$ cat src/rtl/circular_buffer_fifo.sv
// Circular FIFO with push, pop and peek, used to queue warp records between load and dispatch.
// Define CIRCULAR_BUFFER_STATUS_EN to add fill_count plus sticky overflow/underflow outputs.
module circular_buffer_fifo #(
  parameter int SIZE  = 8,
  parameter int WIDTH = 35
) (
  input  logic                       clk,
  input  logic                       rst,
  input  logic                       push_buffer,
  input  logic                       pop_buffer,
  input  logic                       read_buffer,
  input  logic [WIDTH-1:0]           data_in,
  output logic [WIDTH-1:0]           data_out,
  output logic                       at_capacity,
  output logic                       is_empty
`ifdef CIRCULAR_BUFFER_STATUS_EN
  ,
  output logic [$clog2(SIZE+1)-1:0]  fill_count,
  output logic                       overflow,
  output logic                       underflow
`endif
);

  localparam int CW = $clog2(SIZE + 1);
  localparam int PW = (SIZE > 1) ? $clog2(SIZE) : 1;
  localparam logic [PW-1:0] LAST_PTR = PW'(SIZE - 1);
  localparam logic [CW-1:0] FULL_CNT = CW'(SIZE);

  logic [WIDTH-1:0] mem [SIZE];

  logic [PW-1:0]    head_q, head_d;
  logic [PW-1:0]    tail_q, tail_d;
  logic [CW-1:0]    count_q, count_d;
  logic [WIDTH-1:0] data_out_q;

  logic pop_acc, read_acc, push_acc;

  // A pop frees a slot in the same cycle, so a push into a full buffer is accepted alongside it.
  always_comb begin
    pop_acc  = pop_buffer && (count_q != '0);
    read_acc = read_buffer && !pop_buffer && (count_q != '0);
    push_acc = push_buffer && ((count_q != FULL_CNT) || pop_acc);
  end

  always_comb begin
    head_d  = head_q;
    tail_d  = tail_q;
    count_d = count_q;
    if (pop_acc) begin
      head_d = (head_q == LAST_PTR) ? '0 : head_q + 1'b1;
    end
    if (push_acc) begin
      tail_d = (tail_q == LAST_PTR) ? '0 : tail_q + 1'b1;
    end
    case ({push_acc, pop_acc})
      2'b10:   count_d = count_q + 1'b1;
      2'b01:   count_d = count_q - 1'b1;
      default: count_d = count_q;
    endcase
  end

  always_ff @(posedge clk) begin
    if (rst) begin
      head_q     <= '0;
      tail_q     <= '0;
      count_q    <= '0;
      data_out_q <= '0;
    end else begin
      head_q  <= head_d;
      tail_q  <= tail_d;
      count_q <= count_d;
      if (pop_acc || read_acc) begin
        data_out_q <= mem[head_q];
      end
    end
  end

  // Storage carries no reset so it can map onto block RAM.
  always_ff @(posedge clk) begin
    if (push_acc && !rst) begin
      mem[tail_q] <= data_in;
    end
  end

  assign data_out    = data_out_q;
  assign at_capacity = (count_q == FULL_CNT);
  assign is_empty    = (count_q == '0);

`ifdef CIRCULAR_BUFFER_STATUS_EN
  logic overflow_q, underflow_q;

  always_ff @(posedge clk) begin
    if (rst) begin
      overflow_q  <= 1'b0;
      underflow_q <= 1'b0;
    end else begin
      if (push_buffer && !push_acc) begin
        overflow_q <= 1'b1;
      end
      if ((pop_buffer || read_buffer) && (count_q == '0)) begin
        underflow_q <= 1'b1;
      end
    end
  end

  assign fill_count = count_q;
  assign overflow   = overflow_q;
  assign underflow  = underflow_q;
`endif

endmodule

$ cat config.mk
export PLATFORM = sky130hd
export DESIGN_NAME = circular_buffer_fifo
export DESIGN_NICKNAME = d
export VERILOG_FILES = /design/src/rtl/circular_buffer_fifo.sv
export SDC_FILE = /design/constraint.sdc
export NUM_CORES = 1
export LEC_CHECK = 0
export ABC_AREA = 1
export BUFFER_PORTS_ARGS = -buffer_cell sky130_fd_sc_hd__buf_2
export CAP_MARGIN = 5
export CORE_MARGIN = 2
export CORE_UTILIZATION = 45
export CTS_BUF_LIST = sky130_fd_sc_hd__clkbuf_8
export CTS_CLUSTER_SIZE = 12
export DETAILED_ROUTE_END_ITERATION = 8
export PLACE_DENSITY_LB_ADDON = 0.05
export SLEW_MARGIN = 15
export SYNTH_ARGS = -nofsm -noshare
export SYNTH_HDL_FRONTEND = slang
export SYNTH_SLANG_ARGS = --single-unit
$ cat constraint.sdc
create_clock -name clk -period 8.2 [get_ports clk]
set_clock_uncertainty 0.1 [all_clocks]
set_input_delay 0 -clock clk [delete_from_list [all_inputs] [get_ports clk]]
set_output_delay 0 -clock clk [all_outputs]
set_load 0.05 [all_outputs]
# == Word level (Yosys, flattened, before mapping) ==
# Memories as Yosys holds them, arrays and structs flattened. A register that Yosys moved wholly into a read port is not among the register bits.
# Cells that the tools add are included.
# word_totals
mem_count,1
ff_bits,10
mem_bits_rw,280
# memory_table
memory,depth,word_bits,read_ports,rd_ports_with_merged_regs,write_ports,line_no,source
mem,8,35,1,1,1,29,logic [WIDTH-1:0] mem [SIZE];
# op_classes
n_eq_ne,6
n_addsub,4
reduce_logical,12
mux,5
# ops
op,n
4-bit case mux with 2 select lines,1
"3-bit by 1-bit adder with 3-bit output, second input constant",2
"3-bit equality test, second input constant",2
3-bit 2-to-1 mux,2
1-bit logical AND,5
"4-bit by 1-bit adder with 4-bit output, second input constant",1
"4-bit equality test, second input constant",1
4-bit zero test,1
"4-bit inequality test, second input constant",1
4-bit nonzero test,1
"4-bit by 1-bit subtractor with 4-bit output, second input constant",1
"2-bit by 1-bit equality test with 1-bit output, second input constant",1
"2-bit equality test, second input constant",1
1-bit zero test,2
1-bit logical OR,2
1-bit 2-to-1 mux,2
2-bit nonzero test,1

# == Longest topological paths before layout ==
# logic_depth
word_depth,7
depth_mapped,11

# == Worst setup path before layout ==
# Ideal clock, no wire load.
# synth_path
path_type,reg2reg
from,register count_q[0]
to,memory mem[0][0] (enable)
slack_ns,5.306
arrival_ns,2.367
setup_time_ns,0.427
synth_period_minus_slack_ns,2.894
path_stages_with_launch,7
required_time_ns,7.673
path_cell_list,dfxtp_1 nor2_2 nand3_1 o21ai_1 nor2_1 nand2_1 nor2_1
# synth_via
elab_chain_cells,7
# synth_lines
element,line_no,source
start: declaration,33,"logic [CW-1:0] count_q, count_d;"
start signal: assignment,71,count_q <= count_d;
4-bit nonzero test,40,pop_acc = pop_buffer && (count_q != '0);
1-bit logical AND,40,
1-bit logical OR (*),42,push_acc = push_buffer && ((count_q != FULL_CNT) || pop_acc);
1-bit logical AND (*),42,
1-bit logical AND (*),80,if (push_acc && !rst) begin
1-bit 2-to-1 mux (*),80,
1-bit 2-to-1 mux (implied by the code) (*),81,mem[tail_q] <= data_in;
end: declaration,29,
# Every way passes the cells marked *; elsewhere a longest branch is shown, timed or not.

==> results.md <==
* Htree depth at 2
* Final wirelength at 29500 um
* Nature of the critical path endpoint: register
* PwrDens at 320 nW/um^2
* Core area at 27800 sq um
* Slew of the pin with the lowest slew margin at 1.08 ns
* Max Cap Violations at 0
* Worst-Skew Late Latency at 0.56 ns
* Synthesized area at 12700 sq um
* Worst vdd ir at 169 uV
* Mapped Cells at 1065
* Post-synthesis cell type count at 25
* Net count, final at 1233
* Critical path type: reg -> reg
* RSZ-0062 raised after global routing: false
* Starting Density at 45.8%
* Drt first-iter violations at 651
* DR WL/cell at 18.4 um
* Initial antenna violation count at 0
* Critical path cell sequence: buf_4 -> nor2_1 -> nor2_1 -> o21ai_0 -> nand3_1 -> nand2_1 -> a21oi_1
* Most frequent cells in the layout: nor2_1 (287), edfxtp_1 (280), o21ai_0 (146)
* Register area share after synthesis at 73.2%
* Synth Register Bits at 325
* Total GRT Usage at 20.7%
* CTS Root Cell: clkbuf_8
* Hold Fails Final Rpt at 0
* Fillcell total at 2509
* Relative slew slack at 27.8%
* Hpwl dp at 13600 um
* Clk sink count at 325
* Global route total overflow at 0
* Final core utilization at 53.0%
* Hold path depth at 2
* Die area at 29600 sq um
* Status: finished, final reports clean
* WP data required at 8.60 ns
* Syn Area/Cell at 11.9 sq um
* Setup TNS after final layout at 0 ns
* Post-CTS setup buffer count at 0
* Ant diodes at 0
* Commonest non-fill, non-tap cell in the layout: nor2_1
* Post-CTS resize count at 0
* Largest net degree at the start of global routing at 142
* Crit Path Max Fanout at 79
* # DRC at 0
* P_leak at 0.00532 uW
* Fin crit period at 2.54 ns
* TritonCTS clock tree: built
* DRT Pass-1 Iters at 5
* Critical Path Start Type: register
* Vias in the first global route at 8107
* Worst min-delay path class: in -> reg
* I/O pin total at 77
* Reg2reg path depth at 7
* FP Rows at 61
* Layout cells sized above 1 at 14.2%
* FMAX at 0.394 GHz
* Final ANT Viol Nets at 0
* Yosys warns at 0
* Clk slew on worst S/H paths at 0.06 ns
* CP max stage cell: dfxtp_4
* Max incr delay on CP at 0.83 ns
* Die X at 172 um
* Net Count, Synth at 1112
* Clock tree buffer depth at 3
* Placer congestion estimate at 0.704
* Die height at 172 um
* Number of buffers created by CTS at 53
* Tcrit/Tclk final at 30.9%
* CP Data Arrival Time at 2.93 ns
* Final Setup Violations at 0
* Port Buffers at 76
* First-pass GRT wire length at 46200 um
* CP dominant cell by count: nor2_1
* Vias/cell at 5.13
* Total vias in the final route at 8247
* Max Slew Vio Count at 0
* Synth-to-layout area growth at 15.7%
==> per-stage QoR <==
stage	cell area (sq um)	std cells	setup WS, ns	hold slack (ns)	total power, uW
after floorplan	12700	1065	5.31	-0.0309	3140
after global placement	13400	1470	5.67	0.112	3470
after detailed placement	13400	1470	5.67	0.117	3480
after CTS	14700	1608	5.67	0.104	4780
after global routing	14700	1608	5.42	0.126	5020
final	14700	1608	5.66	0.144	4720
==> routing by layer <==
layer / part of all wire (%) / track usage, %
met1: 47 / 28.7
met2: 47 / 34.4
met3: 4.2 / 3.34
met4: 1.6 / 5.44
met5: 0 / 0
==> cells in the mapped netlist (all sizes together) <==
cell type    n  area share (%)
nand2       52             1.6
nand3       79             3.1
clkbuf      27            0.84
ha           6            0.59
inv         13            0.42
a21oi       45             1.8
fa           1            0.16
nor2       296             8.8
o21ai      182             7.2
clkinv       1           0.029
buf         37             2.3
edfxtp     280              66
xor2         1           0.069
dfxtp       45             7.1
==> logic make-up (layout without fill, tap and decap cells) <==
group | Yosys count | after routing | synth area share [%]
and+or+nand+nor | 427 | 427 | 13.5
AOI/OAI and AO/OA | 227 | 227 | 8.93
DFF | 325 | 325 | 73.2
xor gates and xnor gates | 1 | 1 | 0.0689
adders and majority gates | 7 | 7 | 0.748
buffers and inverters | 78 | 243 | 3.62
==> area by class of cell <==
class | count | area, sq um | area share (%)
Tap cell | 378 | 473 | 3.21
Clock inverter | 40 | 165 | 1.12
Multi-Input combinational cell | 662 | 3010 | 20.5
Timing Repair Buffer | 130 | 883 | 6.00
Sequential cell | 325 | 9320 | 63.3
Inverter | 14 | 58.8 | 0.400
Clock buffer | 59 | 812 | 5.52
==> sequential cells by signal, summed over array words and instances (netlist names) <==
register	count
data_out	35
mem	280
count_q	4
tail_q	3
head_q	3
==> path summary, 6_finish.rpt <==
check / start / end / slack (ns)
worst min register to register: data_out[27]$_SDFFE_PP0P_ / data_out[27]$_SDFFE_PP0P_ / 0.42
worst max-delay path: head_q[0]$_SDFFE_PP0P_ / data_out[6]$_SDFFE_PP0P_ / 5.66
worst max register to register: head_q[0]$_SDFFE_PP0P_ / data_out[6]$_SDFFE_PP0P_ / 5.66
worst min-delay path: data_in[20] / mem[3][20]$_DFFE_PP_ / 0.14
==> power by group <==
group / switching, uW / total [uW] / leakage (uW) / internal (uW)
clock: 612 / 1270 / 0.000577 / 658
combinational: 1040 / 1430 / 0.00184 / 387
sequential: 100 / 2020 / 0.00290 / 1920
==> worst max-delay path: cells and delay by family (launching register included) <==
kind | cells | cell delay, ns
buf+inv | 1 | 0.80
simple gates | 4 | 0.44
compound gates | 2 | 0.22
flops | 1 | 0.83
==> what timing repair did <==
action	4_1_cts	5_1_grt
endpoints found under the hold margin	290	0
setup endpoints to repair	0	0
hold buffers	39	0
No activity file was read; power rests on OpenSTA's default activity.
